[config.mk]
export PLATFORM = sky130hd
export DESIGN_NAME = sw_debounce
export DESIGN_NICKNAME = d
export VERILOG_FILES = /design/src/rtl/sw_debounce.sv
export SDC_FILE = /design/constraint.sdc
export NUM_CORES = 1
export LEC_CHECK = 0
export ABC_AREA = 1
export CORE_MARGIN = 5
export CORE_UTILIZATION = 50
export CTS_CLUSTER_SIZE = 20
export DETAILED_ROUTE_END_ITERATION = 8
export PLACE_DENSITY = 0.7
export SLEW_MARGIN = 0
export SYNTH_ARGS = -nofsm -noshare
export SYNTH_HDL_FRONTEND = slang
export SYNTH_SLANG_ARGS = --single-unit
[constraint.sdc]
create_clock -name clock -period 1.4 [get_ports clock]
set_input_delay 0.28 -clock clock [delete_from_list [all_inputs] [get_ports clock]]
set_output_delay 0.28 -clock clock [all_outputs]
set_load 0.03 [all_outputs]
[src/rtl/sw_debounce.sv]
// Switch input conditioner: two-flop synchroniser followed by an independent
// per-bit debouncer that emits clean levels plus one-cycle rise/fall pulses.
module sw_debounce #(
    parameter int WIDTH           = 4,
    parameter int DEBOUNCE_CYCLES = 50000,
    parameter int CNT_W           = 16
) (
    input  logic             clock,
    input  logic             reset,
    input  logic [WIDTH-1:0] sw_raw,
    output logic [WIDTH-1:0] sw_out,
    output logic [WIDTH-1:0] sw_rise,
    output logic [WIDTH-1:0] sw_fall,
    output logic             sw_change
);

    typedef enum logic {
        ST_STABLE   = 1'b0,
        ST_COUNTING = 1'b1
    } state_t;

    // Count value on which a persistent mismatch is accepted as the new level.
    localparam logic [CNT_W-1:0] CNT_LAST = CNT_W'(DEBOUNCE_CYCLES - 1);

    logic [WIDTH-1:0] sync1_q;
    logic [WIDTH-1:0] sync2_q;
    logic [WIDTH-1:0] pulse_d;
    logic             change_q;
    logic             change_d;

    always_ff @(posedge clock or negedge reset) begin
        if (!reset) begin
            sync1_q <= '0;
            sync2_q <= '0;
        end else begin
            sync1_q <= sw_raw;
            sync2_q <= sync1_q;
        end
    end

    generate
        for (genvar gi = 0; gi < WIDTH; gi++) begin : g_bit
            state_t           state_q;
            state_t           state_d;
            logic [CNT_W-1:0] cnt_q;
            logic [CNT_W-1:0] cnt_d;
            logic             out_q;
            logic             out_d;
            logic             rise_q;
            logic             rise_d;
            logic             fall_q;
            logic             fall_d;
            logic             mismatch;
            logic             accept;

            always_comb begin
                mismatch = (sync2_q[gi] != out_q);
                accept   = 1'b0;
                state_d  = ST_STABLE;
                cnt_d    = '0;
                out_d    = out_q;
                rise_d   = 1'b0;
                fall_d   = 1'b0;

                // In STABLE the counter is known to be zero, so the first
                // mismatching sample is judged against a zero count.
                case (state_q)
                    ST_STABLE: begin
                        if (mismatch) begin
                            if (CNT_LAST == '0) begin
                                accept = 1'b1;
                            end else begin
                                state_d = ST_COUNTING;
                                cnt_d   = CNT_W'(1);
                            end
                        end
                    end
                    ST_COUNTING: begin
                        if (mismatch) begin
                            if (cnt_q == CNT_LAST) begin
                                accept = 1'b1;
                            end else begin
                                state_d = ST_COUNTING;
                                cnt_d   = cnt_q + CNT_W'(1);
                            end
                        end
                    end
                    default: begin
                        state_d = ST_STABLE;
                    end
                endcase

                if (accept) begin
                    out_d  = sync2_q[gi];
                    rise_d = sync2_q[gi];
                    fall_d = ~sync2_q[gi];
                end
            end

            always_ff @(posedge clock or negedge reset) begin
                if (!reset) begin
                    state_q <= ST_STABLE;
                    cnt_q   <= '0;
                    out_q   <= 1'b0;
                    rise_q  <= 1'b0;
                    fall_q  <= 1'b0;
                end else begin
                    state_q <= state_d;
                    cnt_q   <= cnt_d;
                    out_q   <= out_d;
                    rise_q  <= rise_d;
                    fall_q  <= fall_d;
                end
            end

            assign pulse_d[gi] = rise_d | fall_d;
            assign sw_out[gi]  = out_q;
            assign sw_rise[gi] = rise_q;
            assign sw_fall[gi] = fall_q;
        end
    endgenerate

    // One shared change flag, registered alongside the per-bit pulses.
    always_comb begin
        change_d = |pulse_d;
    end

    always_ff @(posedge clock or negedge reset) begin
        if (!reset) begin
            change_q <= 1'b0;
        end else begin
            change_q <= change_d;
        end
    end

    assign sw_change = change_q;

endmodule

# Yosys cells after proc, flatten, opt, wreduce, memory -nomap -nowiden
# Index checks and enable logic that the tools add are counted.
[word_totals]
out_inout_bits = 13
regBits = 89
[op_classes]
add_sub_neg = 4
n_bitwise = 12
n_reduce_logical = 1
n_mux = 52
n_eq_ne = 8
[ops]
columns = ["operator", "count"]
rows = [
  ["$mux W16", 8],
  ["$pmux W16 S2", 4],
  ["$add A16 B1 Y16 const B", 4],
  ["$eq A16 B16 Y1 const B", 4],
  ["$mux W1", 36],
  ["$not A1 Y1", 8],
  ["$pmux W1 S2", 4],
  ["$ne A1 B1 Y1", 4],
  ["$or A1 B1 Y1", 4],
  ["$reduce_or A4 Y1", 1],
]

# Depth between registers and ports, before layout
# Gate-level depths: netlist of run 1.
[depth]
depth_word = 7
mapped_depth = 9
depth_no_buf = 9

# Worst setup path before layout of run 1
# No wires, ideal clock.
[synth_timing]
kind = "flip-flop to flip-flop"
from = "reg g_bit[0].cnt_q[0]"
to = "reg g_bit[0].cnt_q[0]"
required_time_ps = 1274
arrival_ps = 1242
setup_ps = 126
slack_ps = 32
synth_period_minus_slack_ps = 1368
stages_incl_launch_ff = 10
path_cell_list = "dfrtp_1 > ha_1 > nand2_1 > inv_2 > nand2_2 > nor2_2 > nand2_2 > nand2_2 > buf_6 > o22ai_2"
[synth_between]
elab_chain_len = 4
word_cells_on_any_way = 5
classes_between = "1 x add/sub; 1 x eq/ne; 3 x mux"
[synth_lines]
columns = ["element", "line_no", "text"]
rows = [
  ["start, declared", "45", "logic [CNT_W-1:0] cnt_q;"],
  ["start signal, assigned", "109", "cnt_q <= cnt_d;"],
  ["$add A16 B1 Y16 or $eq A16 B16 Y1 (tied branches)", "84, 80", ""],
  ["$mux W16 (*)", "80", "if (cnt_q == CNT_LAST) begin"],
  ["$mux W16 (*)", "79", "if (mismatch) begin"],
  ["$pmux W16 S2 (*)", "67", "case (state_q)"],
  ["net g_bit[0].cnt_d[0]", "46", "logic [CNT_W-1:0] cnt_d;"],
]
# The timed path passes the listed nets; every way through them passes the cells marked *.
# A chain may end at the register's enable or synchronous reset.

# Worst setup path in the final report of run 1
[layout_timing]
from = "reg g_bit[3].cnt_q[8]"
to = "reg g_bit[3].fall_q"
[layout_between]
elab_chain_len = 5
[layout_lines]
columns = ["element", "line_no", "text"]
rows = [
  ["start, declared", "45", ""],
  ["start signal, assigned", "109", ""],
  ["$eq A16 B16 Y1", "80", ""],
  ["$mux W1", "80", ""],
  ["$mux W1", "79", ""],
  ["$mux W1", "67", ""],
  ["$mux W1", "93", "if (accept) begin"],
  ["net g_bit[3].fall_d", "52", "logic fall_d;"],
  ["end signal, assigned", "112", "fall_q <= fall_d;"],
  ["end, declared", "51", "logic fall_q;"],
]
# The timed path passes the listed nets, and every way through them passes these cells.

==> impl_metrics.json, run 1 <==
{
  "path_delay_family": "simple AND/OR/NAND/NOR gates",
  "ios": 19,
  "clockRootBuffer": "clkbuf_8",
  "initial_core_util_pct": 50.8,
  "coreArea_um2": 9200,
  "r2r_cells": 5,
  "cts_buffers": 9,
  "grt_pass1_vias": 3694,
  "grt_antenna_before_repair": 0,
  "final_antenna_net_count": 0,
  "reg2reg_slack_ps": 20,
  "pre_cts_ws_ps": -29.0,
  "setup_viol": 0,
  "gp_congestion": 0.917,
  "post-route-period-util_pct": 98.2,
  "p_leak_uw": 0.00251,
  "pwr_density_cell_nw_per_um2": 836,
  "vias_per_cell": 5.20,
  "htree_levels": 3,
  "crit_cells": 5,
  "worstPathRequired_ps": 1690,
  "die_h_um": 107,
  "hpwl_um": 6930,
  "synthArstFlopShare_pct": 100,
  "fin_worst_skew_ps": 10.9,
  "dieWidth_um": 107,
  "clk_pin_slew_ps": 90,
  "wl_um": 9890,
  "drt_iter0_drc": 193,
  "crit_arrival_ps": 1660,
  "cp-end-kind": "flip-flop",
  "cts_tree": "yes",
  "max_freq_mhz": 727,
  "cp_slowest_stage_delay_ps": 440,
  "synth_area_leaders": "dfrtp_1, nor2_1, nand2_1",
  "start_kind": "flip-flop",
  "synth_top_area_cell": "dfrtp_1",
  "fill_cells": 766,
  "synth.net_count": 578,
  "worstMarginPinSlew_ps": 330,
  "max_cap_violations": 0,
  "relSlewSlack_pct": 77.9,
  "yosys.area.top_type_share_pct": 47.6,
  "antenna_cells": 0,
  "grt_use_total_pct": 17.9,
  "synth.distinct_cells": 30,
  "ys_seq_area_share_pct": 47.6,
  "synth.avg_cell_area_um2": 8.23,
  "cts_buffer_depth": 2,
  "numPortBuffers": 18,
  "clk_latency_ps": 360,
  "die_area_um2": 11400,
  "path_buf_inv": 1,
  "synthFlopType": "dfrtp_1",
  "gr-total-overflow": 0,
  "clkSinkCount": 89,
  "cp_slowest_cell": "dfrtp_1",
  "drc_errors": 0,
  "ys_ff_latch": 89,
  "grt_pass1_wl_um": 16600,
  "final_util_pct": 61.8,
  "syn_area_um2": 4680,
  "dpl-instance-area_um2": 5160,
  "fin_crit_ps": 1380,
  "grt_max_degree": 47,
  "synth_warnings": 0,
  "synth_edf_count": 0,
  "drv_slew": 0,
  "syn_to_final_growth_pct": 21.6,
  "synthCells": 568,
  "irDropWorstVdd_v": 0.000454,
  "grt_setup_unrepaired": "yes",
  "hold_violations": 0,
  "critPathMaxFanout": 5,
  "final_layout_size_suffix_gt1_share_pct": 27.7,
  "rows": 35,
  "wl_per_cell_um": 13.1,
  "ys_top_cells_by_count": "nor2_1, nand2_1, dfrtp_1, inv_1, nand3_1",
  "dr.pass1.iters": 5,
  "crit_chain": "nand4_1 -> nor2_2 -> buf_4 -> nand4_1 -> nor2_2",
  "via_count": 3915,
  "worst_slack_ps": 24.7,
  "final_cell_area_um2": 5690,
  "hold_path_class": "in2async",
  "yosysMostFrequentCell": "nor2_1",
  "status": "completed",
  "crit_type": "reg2reg",
  "nNetsFinal": 647
}
power by group:
group          internal [µW]  switching [µW]  leakage (µW)
logic                    186             243       0.00121
registers               2630            40.6       0.00120
clock network            697             962     0.0000887
state kept, by name (all words and copies together), names as in the netlist:
register and cells:
g_bit.cnt_q 64, g_bit.state_q 4, g_bit.fall_q 4, sw_change 1
sync1_q 4, sync2_q 4, g_bit.rise_q 4, g_bit.out_q 4
per-stage QoR:
stage	hold slack (ps)	TNS, ps	total power (µW)	cells
2_1_floorplan	-15.6	0	2930	568
3_3_place_gp	172	0	3070	717
3_5_place_dp	175	-215	3090	717
4_1_cts	334	0	4750	736
5_1_grt	346	-913	4990	753
6_report	341	0	4760	753
placed cells by master, fill, tap and decap left out, drive strengths merged:
| cell | instances |
|---|---|
| a31oi | 2 |
| o22ai | 1 |
| buf | 56 |
| o21bai | 3 |
| nor3 | 29 |
| dlygate4sd3 | 1 |
| o21ai | 8 |
| nor2 | 143 |
| nand3b | 1 |
| nand4 | 15 |
| inv | 63 |
| clkdlybuf4s15 | 9 |
| nand3 | 58 |
| ha | 4 |
| clkinvlp | 2 |
| and3 | 3 |
| nand2 | 109 |
| dfrtp | 89 |
| clkinv | 3 |
| clkbuf | 12 |
| xnor2 | 2 |
| a21oi | 12 |
| dlygate4sd2 | 2 |
| xor2 | 10 |
| and2 | 1 |
| clkdlybuf4s50 | 4 |
worst register-to-register path: stages (launching register included):
cell and delay, ps:
dfrtp_1 440, nand4_1 140, nor2_2 200, buf_4 150, nand4_1 170, nor2_2 200
path summary, 6_finish.rpt:
kind	start	to
max	g_bit[3].cnt_q[8]	g_bit[3].fall_q
min	reset	g_bit[1].rise_q
max in group asynchronous	reset	g_bit[3].cnt_q[4]
min in group clock	sw_raw[3]	sync1_q[3]
min reg2reg	sync1_q[2]	sync2_q[2]
max reg2reg	g_bit[3].cnt_q[8]	g_bit[3].fall_q
timing repair:
action	in CTS	in global routing
hold endpoints to repair	16	0
hold buffers	1	0
cloned	0	0
pin swaps	1	16
buffers inserted	2	17
endpoints found under the setup margin	39	71
gates resized for setup	28	50
final cells by class:
cell class	count	area (µm²)	area share, %
Tap cell	111	139	2.44
Timing Repair Buffer	74	658	11.6
Sequential cell	89	2230	39.2
Inverter	62	235	4.14
Clock inverter	6	42.5	0.748
Multi-Input combinational cell	401	2240	39.4
Clock buffer	10	138	2.42
cell families after synthesis:
| group | Yosys count | synth area share, % |
|---|---|---|
| and+or+nand+nor | 359 | 37.9 |
| buffers and inverters | 78 | 7.87 |
| DFF | 89 | 47.6 |
| adders and majority gates | 4 | 1.07 |
| xor gates and xnor gates | 12 | 2.25 |
| AOI/OAI and AO/OA | 26 | 3.24 |
per-layer routing:
layer / share of wire, % / routed length [µm] / GRT usage, %
met5: 0 / 0 / 0
met4: 1.6 / 162 / 7.03
met3: 4.0 / 396 / 2.59
met2: 49 / 4880 / 29.3
met1: 45 / 4450 / 23.9
Note: power is estimated with default switching activity, not from simulation.
==> run 2: changes to the inputs <==
Settings changed: CTS_CLUSTER_SIZE 20 to default.
==> results of run 2 <==
Final layout, timing and power as in run 1 (identical DEF).
